===== config.mk =====
export PLATFORM = sky130hd
export DESIGN_NAME = hazard_controller
export DESIGN_NICKNAME = d
export VERILOG_FILES = /design/src/rtl/hazard_controller.sv
export SDC_FILE = /design/constraint.sdc
export NUM_CORES = 1
export LEC_CHECK = 0
export ABC_CLOCK_PERIOD_IN_PS = 4800
export BUFFER_PORTS_ARGS = -buffer_cell sky130_fd_sc_hd__buf_2
export CAP_MARGIN = 15
export CELL_PAD_IN_SITES_DETAIL_PLACEMENT = 0
export CELL_PAD_IN_SITES_GLOBAL_PLACEMENT = 1
export CORE_UTILIZATION = 27
export DETAILED_ROUTE_END_ITERATION = 8
export PLACE_DENSITY = 0.86
export SYNTH_ARGS = -nofsm -noshare
export SYNTH_HDL_FRONTEND = slang
export SYNTH_SLANG_ARGS = --single-unit

===== constraint.sdc =====
create_clock -name clk -period 4.8 [get_ports clk]
set_input_delay 0.48 -clock clk [delete_from_list [all_inputs] [get_ports clk]]
set_output_delay 0.48 -clock clk [all_outputs]
set_load 0.03 [all_outputs]

===== src/rtl/hazard_controller.sv =====
// hazard_controller: pipeline sequencing for the RV32IM 5-stage core.
//   Detects load-use hazards that forwarding cannot cover. Runs the divide unit
//   through a start/done handshake, with a timeout. Flushes on taken
//   branches/jumps resolved in EX.
//
// Optional build macro: HAZARD_PERF_EN builds the performance counters.
//   When it is undefined, the counter outputs are tied to zero.
//
// Ports:
//   clk, rst_n                       clock, asynchronous active-low reset
//   rs1_id, rs2_id, rs*_used_id      source operands of the instruction in ID
//   rd_ex, mem_read_ex, md_op_ex     destination and kind of the instruction in EX
//   md_done                          divide result valid (one-cycle pulse)
//   branch_taken_ex                  EX redirects the PC
//   stall_pc/if_id/id_ex             hold controls for the pipeline registers
//   flush_if_id/id_ex, bubble_ex_mem load a NOP into the register
//   md_start                         one-cycle divide launch pulse
//   md_error                         sticky divide timeout flag
//   load_stall_cnt, md_stall_cnt,
//   flush_cnt                        performance counters
module hazard_controller #(
    parameter int unsigned MD_TIMEOUT = 64,
    parameter int unsigned CNT_W      = 32
) (
    input  logic             clk,
    input  logic             rst_n,
    input  logic [4:0]       rs1_id,
    input  logic [4:0]       rs2_id,
    input  logic             rs1_used_id,
    input  logic             rs2_used_id,
    input  logic [4:0]       rd_ex,
    input  logic             mem_read_ex,
    input  logic             md_op_ex,
    input  logic             md_done,
    input  logic             branch_taken_ex,
    output logic             stall_pc,
    output logic             stall_if_id,
    output logic             stall_id_ex,
    output logic             flush_if_id,
    output logic             flush_id_ex,
    output logic             bubble_ex_mem,
    output logic             md_start,
    output logic             md_error,
    output logic [CNT_W-1:0] load_stall_cnt,
    output logic [CNT_W-1:0] md_stall_cnt,
    output logic [CNT_W-1:0] flush_cnt
);

    localparam logic [7:0] TimeoutLast = 8'(MD_TIMEOUT - 1);

    typedef enum logic [0:0] {StRun, StMdWait} state_e;

    state_e     state_q, state_d;
    logic [7:0] tmo_q, tmo_d;
    logic       md_error_q, md_error_d;
    logic       load_use;
    logic       load_stall;
    logic       flush_evt;

    assign load_use = mem_read_ex && (rd_ex != 5'd0) &&
                      ((rs1_used_id && (rs1_id == rd_ex)) ||
                       (rs2_used_id && (rs2_id == rd_ex)));

    always_comb begin
        state_d       = state_q;
        tmo_d         = tmo_q;
        md_error_d    = md_error_q;
        stall_pc      = 1'b0;
        stall_if_id   = 1'b0;
        stall_id_ex   = 1'b0;
        flush_if_id   = 1'b0;
        flush_id_ex   = 1'b0;
        bubble_ex_mem = 1'b0;
        md_start      = 1'b0;
        load_stall    = 1'b0;
        flush_evt     = 1'b0;

        case (state_q)
            StRun: begin
                // Priority: branch flush, then divide launch, then load-use stall.
                if (branch_taken_ex) begin
                    flush_if_id = 1'b1;
                    flush_id_ex = 1'b1;
                    flush_evt   = 1'b1;
                end else if (md_op_ex) begin
                    md_start      = 1'b1;
                    stall_pc      = 1'b1;
                    stall_if_id   = 1'b1;
                    stall_id_ex   = 1'b1;
                    bubble_ex_mem = 1'b1;
                    tmo_d         = 8'd0;
                    state_d       = StMdWait;
                end else if (load_use) begin
                    stall_pc    = 1'b1;
                    stall_if_id = 1'b1;
                    flush_id_ex = 1'b1;
                    load_stall  = 1'b1;
                end
            end
            StMdWait: begin
                // The release is combinational: the divide advances in the done
                // or abort cycle itself.
                if (md_done) begin
                    state_d = StRun;
                end else if (tmo_q == TimeoutLast) begin
                    md_error_d = 1'b1;
                    state_d    = StRun;
                end else begin
                    stall_pc      = 1'b1;
                    stall_if_id   = 1'b1;
                    stall_id_ex   = 1'b1;
                    bubble_ex_mem = 1'b1;
                    tmo_d         = tmo_q + 8'd1;
                end
            end
            default: state_d = StRun;
        endcase

        // The stage inputs may still look like a hazard while reset is held,
        // so the controls are forced quiet.
        if (!rst_n) begin
            stall_pc      = 1'b0;
            stall_if_id   = 1'b0;
            stall_id_ex   = 1'b0;
            flush_if_id   = 1'b0;
            flush_id_ex   = 1'b0;
            bubble_ex_mem = 1'b0;
            md_start      = 1'b0;
            load_stall    = 1'b0;
            flush_evt     = 1'b0;
        end
    end

    always_ff @(posedge clk or negedge rst_n) begin
        if (!rst_n) begin
            state_q    <= StRun;
            tmo_q      <= 8'd0;
            md_error_q <= 1'b0;
        end else begin
            state_q    <= state_d;
            tmo_q      <= tmo_d;
            md_error_q <= md_error_d;
        end
    end

    assign md_error = md_error_q;

`ifdef HAZARD_PERF_EN
    logic [CNT_W-1:0] load_cnt_q, md_cnt_q, flush_cnt_q;

    always_ff @(posedge clk or negedge rst_n) begin
        if (!rst_n) begin
            load_cnt_q  <= '0;
            md_cnt_q    <= '0;
            flush_cnt_q <= '0;
        end else begin
            if (load_stall)    load_cnt_q  <= load_cnt_q + CNT_W'(1);
            if (bubble_ex_mem) md_cnt_q    <= md_cnt_q + CNT_W'(1);
            if (flush_evt)     flush_cnt_q <= flush_cnt_q + CNT_W'(1);
        end
    end

    assign load_stall_cnt = load_cnt_q;
    assign md_stall_cnt   = md_cnt_q;
    assign flush_cnt      = flush_cnt_q;
`else
    logic unused_perf;
    assign unused_perf    = load_stall ^ flush_evt;
    assign load_stall_cnt = '0;
    assign md_stall_cnt   = '0;
    assign flush_cnt      = '0;
`endif

endmodule


# After elaboration in Yosys (flattened, before gate mapping)
# Index checks and enable logic that the tools add are counted.
# W data, S select, Z words.
# word_totals
latch_bits	0
register_bits	10
ramBits	0
output_inout_bits	104
romBits	0
mem_count	0
# classes
shift	0
addsub	1
order_cmp	0
div_mod_pow	0
n_eq_ne	7
n_mux	25
bitwise	2
n_reduce_logical	8
multipliers	0
# op_table
cell	n
$mux W8	4
$mux W1	18
$pmux W8 S2	1
$eq A5 B5 Y1	2
$add A8 B1 Y8 const B	1
$eq A8 B6 Y1 const B	1
$ne A2 B2 Y1 const B	4
$reduce_bool A5 Y1	1
$logic_and A1 B1 Y1	4
$pmux W1 S2	2
$reduce_and A4 Y1	1
$reduce_and A3 Y1	1
$not A1 Y1	2
$logic_or A1 B1 Y1	1

# Longest topological paths before layout
# Gate-level depths: netlist (run 1).
# logic_depth
ltp_word	9
ltp_mapped	6

# Least setup slack after synthesis (run 1)
# OpenSTA, ideal clock, no wires.
# synth_path
path_type	input -> output
start	in rd_ex[1]
end	out stall_pc
t_required_ns	4.320
setup_slack_ns	2.433
t_arrival_ns	1.887
cell_stages	5
cell_sequence	or4_1 > o21a_1 > o31a_1 > and3_1 > buf_4
# synth_via
elab_chain_cells	9
# synth_rtl
item	line_no	text
start: declaration	31	input logic [4:0] rd_ex,
$eq A5 B5 Y1 (on tied branches)	61, 62	
$logic_and A1 B1 Y1 (on tied branches)	61, 62	
$logic_or A1 B1 Y1	61	((rs1_used_id && (rs1_id == rd_ex)) ||
$logic_and A1 B1 Y1 *	60	assign load_use = mem_read_ex && (rd_ex != 5'd0) &&
$mux W1 * (3 in series)	--	
$pmux W1 S2 *	--	
$mux W1 *	--	
end: declaration	36	output logic stall_pc,
# Mark *: on every way between the ends. The rest lies on a longest branch, timed or not.

# Worst setup path after layout (run 1)
# layout_path
start	in rd_ex[1]
end	out stall_if_id
# layout_via
elab_chain_cells	9
# layout_rtl
item	line_no	text
$eq A5 B5 Y1 (on tied branches)	61, 62	
$logic_and A1 B1 Y1 (on tied branches)	61, 62	
$logic_or A1 B1 Y1	61	
$logic_and A1 B1 Y1 *	60	
$mux W1 *	--	
$mux W1 *	85	end else if (md_op_ex) begin
$mux W1 *	81	if (branch_taken_ex) begin
$pmux W1 S2 *	78	case (state_q)
$mux W1 *	121	if (!rst_n) begin
end: declaration	37	output logic stall_if_id,
# Marked as above.

==> results of run 1 <==
## through the flow
| stage | total power, mW | cell area [um^2] | std cells | setup WS, ns | hold slack, ns |
|---|---|---|---|---|---|
| 3_3_place_gp | 0.257 | 1300 | 274 | 2.42 | 0.382 |
| 6_report | 0.366 | 1350 | 278 | 2.41 | 0.118 |
| 4_1_cts | 0.370 | 1350 | 278 | 2.40 | 0.122 |
| 5_1_grt | 0.387 | 1350 | 278 | 2.31 | 0.144 |
| 2_1_floorplan | 0.296 | 1800 | 272 | 2.43 | 0.184 |
| 3_5_place_dp | 0.258 | 1300 | 274 | 2.41 | 0.385 |
## synth_stat cells
library cell | n | area, um^2
a211oi_1 | 1 | 7.51
a21o_4 | 1 | 15.0
a21oi_1 | 2 | 10.0
a41o_1 | 2 | 20.0
and2_1 | 2 | 12.5
and3_1 | 3 | 18.8
and4bb_4 | 1 | 16.3
buf_4 | 98 | 736
conb_1 | 1 | 3.75
dfrtp_1 | 10 | 250
ha_1 | 1 | 12.5
inv_1 | 3 | 11.3
mux2i_1 | 1 | 10.0
nand2_1 | 8 | 30.0
nand2b_1 | 1 | 6.26
nand2b_2 | 1 | 8.76
nand3_1 | 5 | 25.0
nand4_1 | 2 | 12.5
nor2_1 | 6 | 22.5
nor3_1 | 2 | 10.0
nor4_1 | 1 | 6.26
o21a_1 | 1 | 7.51
o21ai_0 | 4 | 20.0
o221ai_1 | 1 | 8.76
o22ai_1 | 1 | 6.26
o31a_1 | 1 | 8.76
o31ai_1 | 1 | 7.51
or3_1 | 1 | 6.26
or4_1 | 2 | 15.0
xnor2_1 | 13 | 114
## placed cells by master (no fill, tap or decap), types with 2 or more instances in the layout
cell type,instances
nor2_1,6
or4_1,2
clkbuf_8,4
a41o_1,2
dfrtp_1,10
and2_1,2
inv_1,3
nor3_1,2
nand4_1,2
and3_1,3
o21ai_0,4
nand3_1,5
xnor2_1,13
buf_2,30
a21oi_1,2
nand2_1,8
conb_1,96
## flip-flops by register name, summed over array words and instances (netlist names)
register / flops
tmo_q: 8
md_error: 1
state_q: 1
## routing by layer
layer  part of all wire [%]  routed length (um)  vias to the layer above  track usage (%)
met4                    2.9                  63                        0             6.92
met2                     56                1210                       61             12.8
met3                    7.7                 165                        4            0.803
met1                     33                 707                      435             6.76
met5                      0                   0                        -                0
li1                       -                   -                      448                -
## power by group through the flow
stage	clock [mW]	combinational, mW	sequential, mW
floorplan	0	0.197	0.0986
global placement	0	0.157	0.100
detailed placement	0	0.157	0.101
CTS	0.112	0.159	0.0995
global route	0.114	0.174	0.100
finish	0.108	0.159	0.0994
## kinds of logic (layout without fill, tap and decap cells)
kind of cell | after synthesis | in the layout
flops | 10 | 10
xor+xnor | 13 | 13
simple gates | 35 | 35
other cells | 1 | 96
compound gates | 15 | 15
fa+ha+maj | 1 | 1
mux | 1 | 1
buf+inv | 101 | 37
## path summary, 6_finish.rpt
check / start / end / slack [ns] / cells after the start
max: rd_ex[1] / stall_if_id / 2.41 / 6
min: rst_n / md_error$_DFFE_PN0P_ / 0.12 / 1
max reg2reg: tmo_q[0]$_DFFE_PN0P_ / tmo_q[5]$_DFFE_PN0P_ / 3.00 / 5
min reg2reg: md_error$_DFFE_PN0P_ / md_error$_DFFE_PN0P_ / 0.46 / 1
max in group asynchronous: rst_n / tmo_q[0]$_DFFE_PN0P_ / 4.45 / 1
min in group clk: md_error$_DFFE_PN0P_ / md_error$_DFFE_PN0P_ / 0.46 / 1
## worst register-to-register path, stage by stage, from the launching register on
cell	delay [ns]
dfrtp_1	0.41
ha_1	0.24
and3_1	0.19
a21o_4	0.24
or4_1	0.50
a21oi_1	0.15
## final cells by class
class	count	area [um^2]
Sequential cell	10	250
Multi-Input combinational cell	161	798
Clock buffer	4	55.1
Tap cell	70	87.6
Inverter	3	11.3
Fill cell	596	3750
Timing Repair Buffer	30	150
==> results.yml, run 1 <==
timing:
  rsz0062_at_grt: "no"
  finalSetupViolations: 0
  fin_setup_tns_ns: 0
  fmax_ghz: 0.418
  fin_skew_ns: 0.00419
  fin_crit_ns: 2.39
  hold_viol_final: 0
  timing.final.max_slew_violations: 0
  fin_crit_sh_pct: 49.8
global_routing:
  track_usage_pct: 7.03
  grt_first_pass_wirelength_um: 2840
  grt_max_degree: 16
  grt-ovfl-total: 0
  antenna_found_initial: 0
  grt_pass1_vias: 648
floorplan:
  io_pins: 127
  initial_core_util_pct: 28.2
  rows: 26
  die_w_um: 75
  dieArea_um2: 5630
  coreArea_um2: 5110
  die_h_um: 75
pwr:
  power.internal_uw: 190
  pwr-share-seq_pct: 27.2
  power_density_nw_per_um2: 271
  p_sw_share_pct: 48.1
  netSwitchingPower_uw: 176
  pwr-share-clk_pct: 29.5
  combPwrFrac_pct: 43.4
  p_leak_nw: 0.771
  ir_drop_mv: 0.0569
clock_network:
  cts_max_level: 1
  post-cts-setup-buffers: 0
  numCtsBuffers: 3
  clk_pin_slew_worst_paths_ns: 0.05
  cts_resized: 0
  cts_num_sinks: 10
  hold_buffers: 0
  cts_tree: "built"
  clk_latency_ns: 0.24
  root_buffer: "clkbuf_8"
  cts_buffer_depth: 2
synth:
  synth_cell_types: 30
  avgSynthCellArea_um2: 8.13
  synth_fa_ha_area_share_pct: 0.870
  yosys.area_share.simple_pct: 13.2
  syn-cell-area_um2: 1440
  synth.mux.area_fraction_pct: 0.696
  synth_top_family_by_area: "buffers and inverters"
  synth-seq-cells: 10
  ys_seq_area_share_pct: 17.4
  synth_compound_area_share_pct: 7.74
  syn_inst: 177
  synth_xor_area_share_pct: 7.91
  ys_warn_count: 0
worst_setup_path:
  cp_data_required_time_ns: 4.32
  crit_chain: "buf_2 > or4_1 > o21a_1 > o31a_1 > and3_1 > buf_2"
  endpoint_kind: "output port"
  crit_top_cell: "buf_2"
  path_max_fanout: 3
  crit_buf_inv: 2
  max_stage_delay_ns: 0.53
  crit_family: "simple AND/OR/NAND/NOR gates"
  path_class: "input pin to output port"
  worstPathArrival_ns: 1.91
  crit_slowest_cell: "or4_1"
  worst_setup_path_start_kind: "input pin"
run_status:
  status: "complete, no violations"
placement:
  io_buffer_count: 30
  gp_congestion: 0.743
  dp_hpwl_um: 1810
final_layout:
  syn_to_final_growth_pct: -6.00
  drive_gt1_share_pct: 17.8
  final_nets: 233
  n_antenna_cell: 0
  post-route-util_pct: 26.5
routing:
  drt-total-wl_um: 2150
  drt_iter0_drc: 10
  vias_per_cell: 3.41
  ant_nets: 0
  wl_per_cell_um: 7.73
  vias: 948
  drtPass1Iterations: 2
  drc: 0
flow_run:
  cap_viol_max_count: 0
min_path:
  holdCritPathClass: "input pin to async pin"
Power figures use the tool's default switching activity.
==> run 2, diff against run 1 <==
ABC_CLOCK_PERIOD_IN_PS = 2500   (was 4800)
CORE_UTILIZATION = 25   (was 27)
PLACE_DENSITY = 0.8   (was 0.86)
clock period = 2.5 ns   (was 4.8 ns; I/O delays follow)
==> run 2 against run 1 <==
Clock power rose by 91%. Sequential cell count is the same. Critical path depth stayed put. Critical path type is now flop to output port.
==> results.yml, run 2 (synthesis gave the netlist of run 1 again) <==
min_path:
  hold_depth: 3
  holdCritPathClass: "input pin to flop"
clock_network:
  cts_tree: "built"
  clk_pin_slew_worst_paths_ns: 0.05
  cts_num_sinks: 10
  post-cts-setup-buffers: 0
  cts_max_level: 1
  clk_latency_ns: 0.24
  numCtsBuffers: 3
  root_buffer: "clkbuf_8"
  cts_resized: 0
  cts_buffer_depth: 2
timing:
  fmax_ghz: 0.495
  fin_ws_ns: 0.479
  hold_viol_final: 0
  timing.final.max_slew_violations: 0
  fin_crit_ns: 2.02
  finalSetupViolations: 0
  fin_setup_tns_ns: 0
  rsz0062_at_grt: "no"
  fin_skew_ns: 0.00257
  fin_crit_sh_pct: 80.8
pwr:
  p_leak_nw: 0.776
  ir_drop_mv: 0.120
  pwr-share-clk_pct: 29.3
  netSwitchingPower_uw: 338
  power.internal_uw: 365
  pwr-share-seq_pct: 27.3
  power_density_nw_per_um2: 515
  combPwrFrac_pct: 43.5
  p_sw_share_pct: 48.1
routing:
  drt_iter0_drc: 14
  vias_per_cell: 3.40
  wl_per_cell_um: 7.52
  drt-total-wl_um: 2110
  ant_nets: 0
  drtPass1Iterations: 4
  vias: 956
  drc: 0
global_routing:
  grt_pass1_vias: 754
  track_usage_pct: 6.94
  grt-ovfl-total: 0
  grt_first_pass_wirelength_um: 3200
  antenna_found_initial: 0
  grt_max_degree: 16
final_layout:
  top_register: "tmo_q"
  final_nets: 234
  n_antenna_cell: 0
  mostFrequentLayoutCell: "conb_1"
  final_cells: 281
  stdcell_area_um2: 1370
  drive_gt1_share_pct: 17.7
  largest_reg_flops: 8
  mostFrequentLayoutCells: "96 x conb_1, 30 x buf_2, 13 x xnor2_1, 10 x dfrtp_1, 8 x nand2_1"
  syn_to_final_growth_pct: -5.13
placement:
  dpl_worst_slack_ns: 0.557
  gp_congestion: 0.694
  io_buffer_count: 30
  placed_area_um2: 1300
  dp_hpwl_um: 1790
  dpl.cell_count: 276
floorplan:
  dieArea_um2: 6060
  initial_core_util_pct: 26.0
  die_h_um: 77.9
  die_w_um: 77.9
  rows: 27
  coreArea_um2: 5540
  io_pins: 127
worst_setup_path:
  reg2reg_depth: 5
  worstPathArrival_ns: 1.77
  path_max_fanout: 9
  endpoint_kind: "output port"
  path_class: "flop to output port"
  cp_data_required_time_ns: 2.25
  worst_setup_path_start_kind: "flop"
run_status:
  status: "complete, no violations"
flow_run:
  cap_viol_max_count: 0
==> run 2: changes by cell type in the layout (fill, tap and decap cells not counted) <==
cell | previous run | this run
dlygate4sd3_1 | 0 | 1
==> run 2: area by class of cell <==
| cell class | instances | area, um^2 |
|---|---|---|
| Fill cell | 627 | 4180 |
| Sequential cell | 10 | 250 |
| Multi-Input combinational cell | 161 | 798 |
| Clock buffer | 4 | 55.1 |
| Timing Repair Buffer | 31 | 160 |
| Inverter | 3 | 11.3 |
| Tap cell | 72 | 90.1 |
==> run 2: repair_timing <==
action	in CTS	in global routing
endpoints found under the hold margin	10	0
hold buffers	1	0
setup endpoints to repair	0	0
==> run 2: metrics by stage <==
stage / hold slack, ns / utilization [%] / total power, mW
final: 0.339 / 24.6 / 0.703
after detailed placement: 0.161 / 23.5 / 0.497
after floorplan: -0.0456 / - / 0.568
after CTS: 0.341 / 24.6 / 0.705
after global routing: 0.374 / 24.6 / 0.744
after global placement: 0.153 / 23.5 / 0.493
==> run 2: worst max-delay path, stage by stage (launching register included) <==
cell     delay, ns
dfrtp_1       0.41
ha_1          0.24
and3_1        0.19
a21o_4        0.24
o21ai_0       0.08
and3_1        0.18
buf_2         0.19
==> run 2: power by group through the flow <==
| stage | clock, mW | sequential [mW] | combinational (mW) |
|---|---|---|---|
| CTS | 0.208 | 0.191 | 0.305 |
| finish | 0.206 | 0.192 | 0.306 |
| global route | 0.220 | 0.195 | 0.329 |
| floorplan | 0 | 0.189 | 0.378 |
| detailed placement | 0 | 0.194 | 0.303 |
| global placement | 0 | 0.193 | 0.301 |
==> run 2: final timing paths <==
check                                startpoint                   end  slack, ns
min in group asynchronous                 rst_n  tmo_q[5]$_DFFE_PN0P_       0.43
hold reg to reg            md_error$_DFFE_PN0P_  md_error$_DFFE_PN0P_       0.47
hold / removal                          md_done  md_error$_DFFE_PN0P_       0.34
setup reg to reg           tmo_q[0]$_DFFE_PN0P_  tmo_q[5]$_DFFE_PN0P_       0.70
max in group asynchronous                 rst_n  tmo_q[4]$_DFFE_PN0P_       1.84
setup / recovery           tmo_q[0]$_DFFE_PN0P_              stall_pc       0.48
==> run 2: layer usage <==
metal | vias up | share of wire [%] | global-route usage, %
li1 | 449 | - | -
met1 | 431 | 36 | 6.86
met2 | 71 | 51 | 12.4
met3 | 5 | 9.3 | 0.824
met4 | 0 | 3.7 | 6.79
met5 | - | 0 | 0
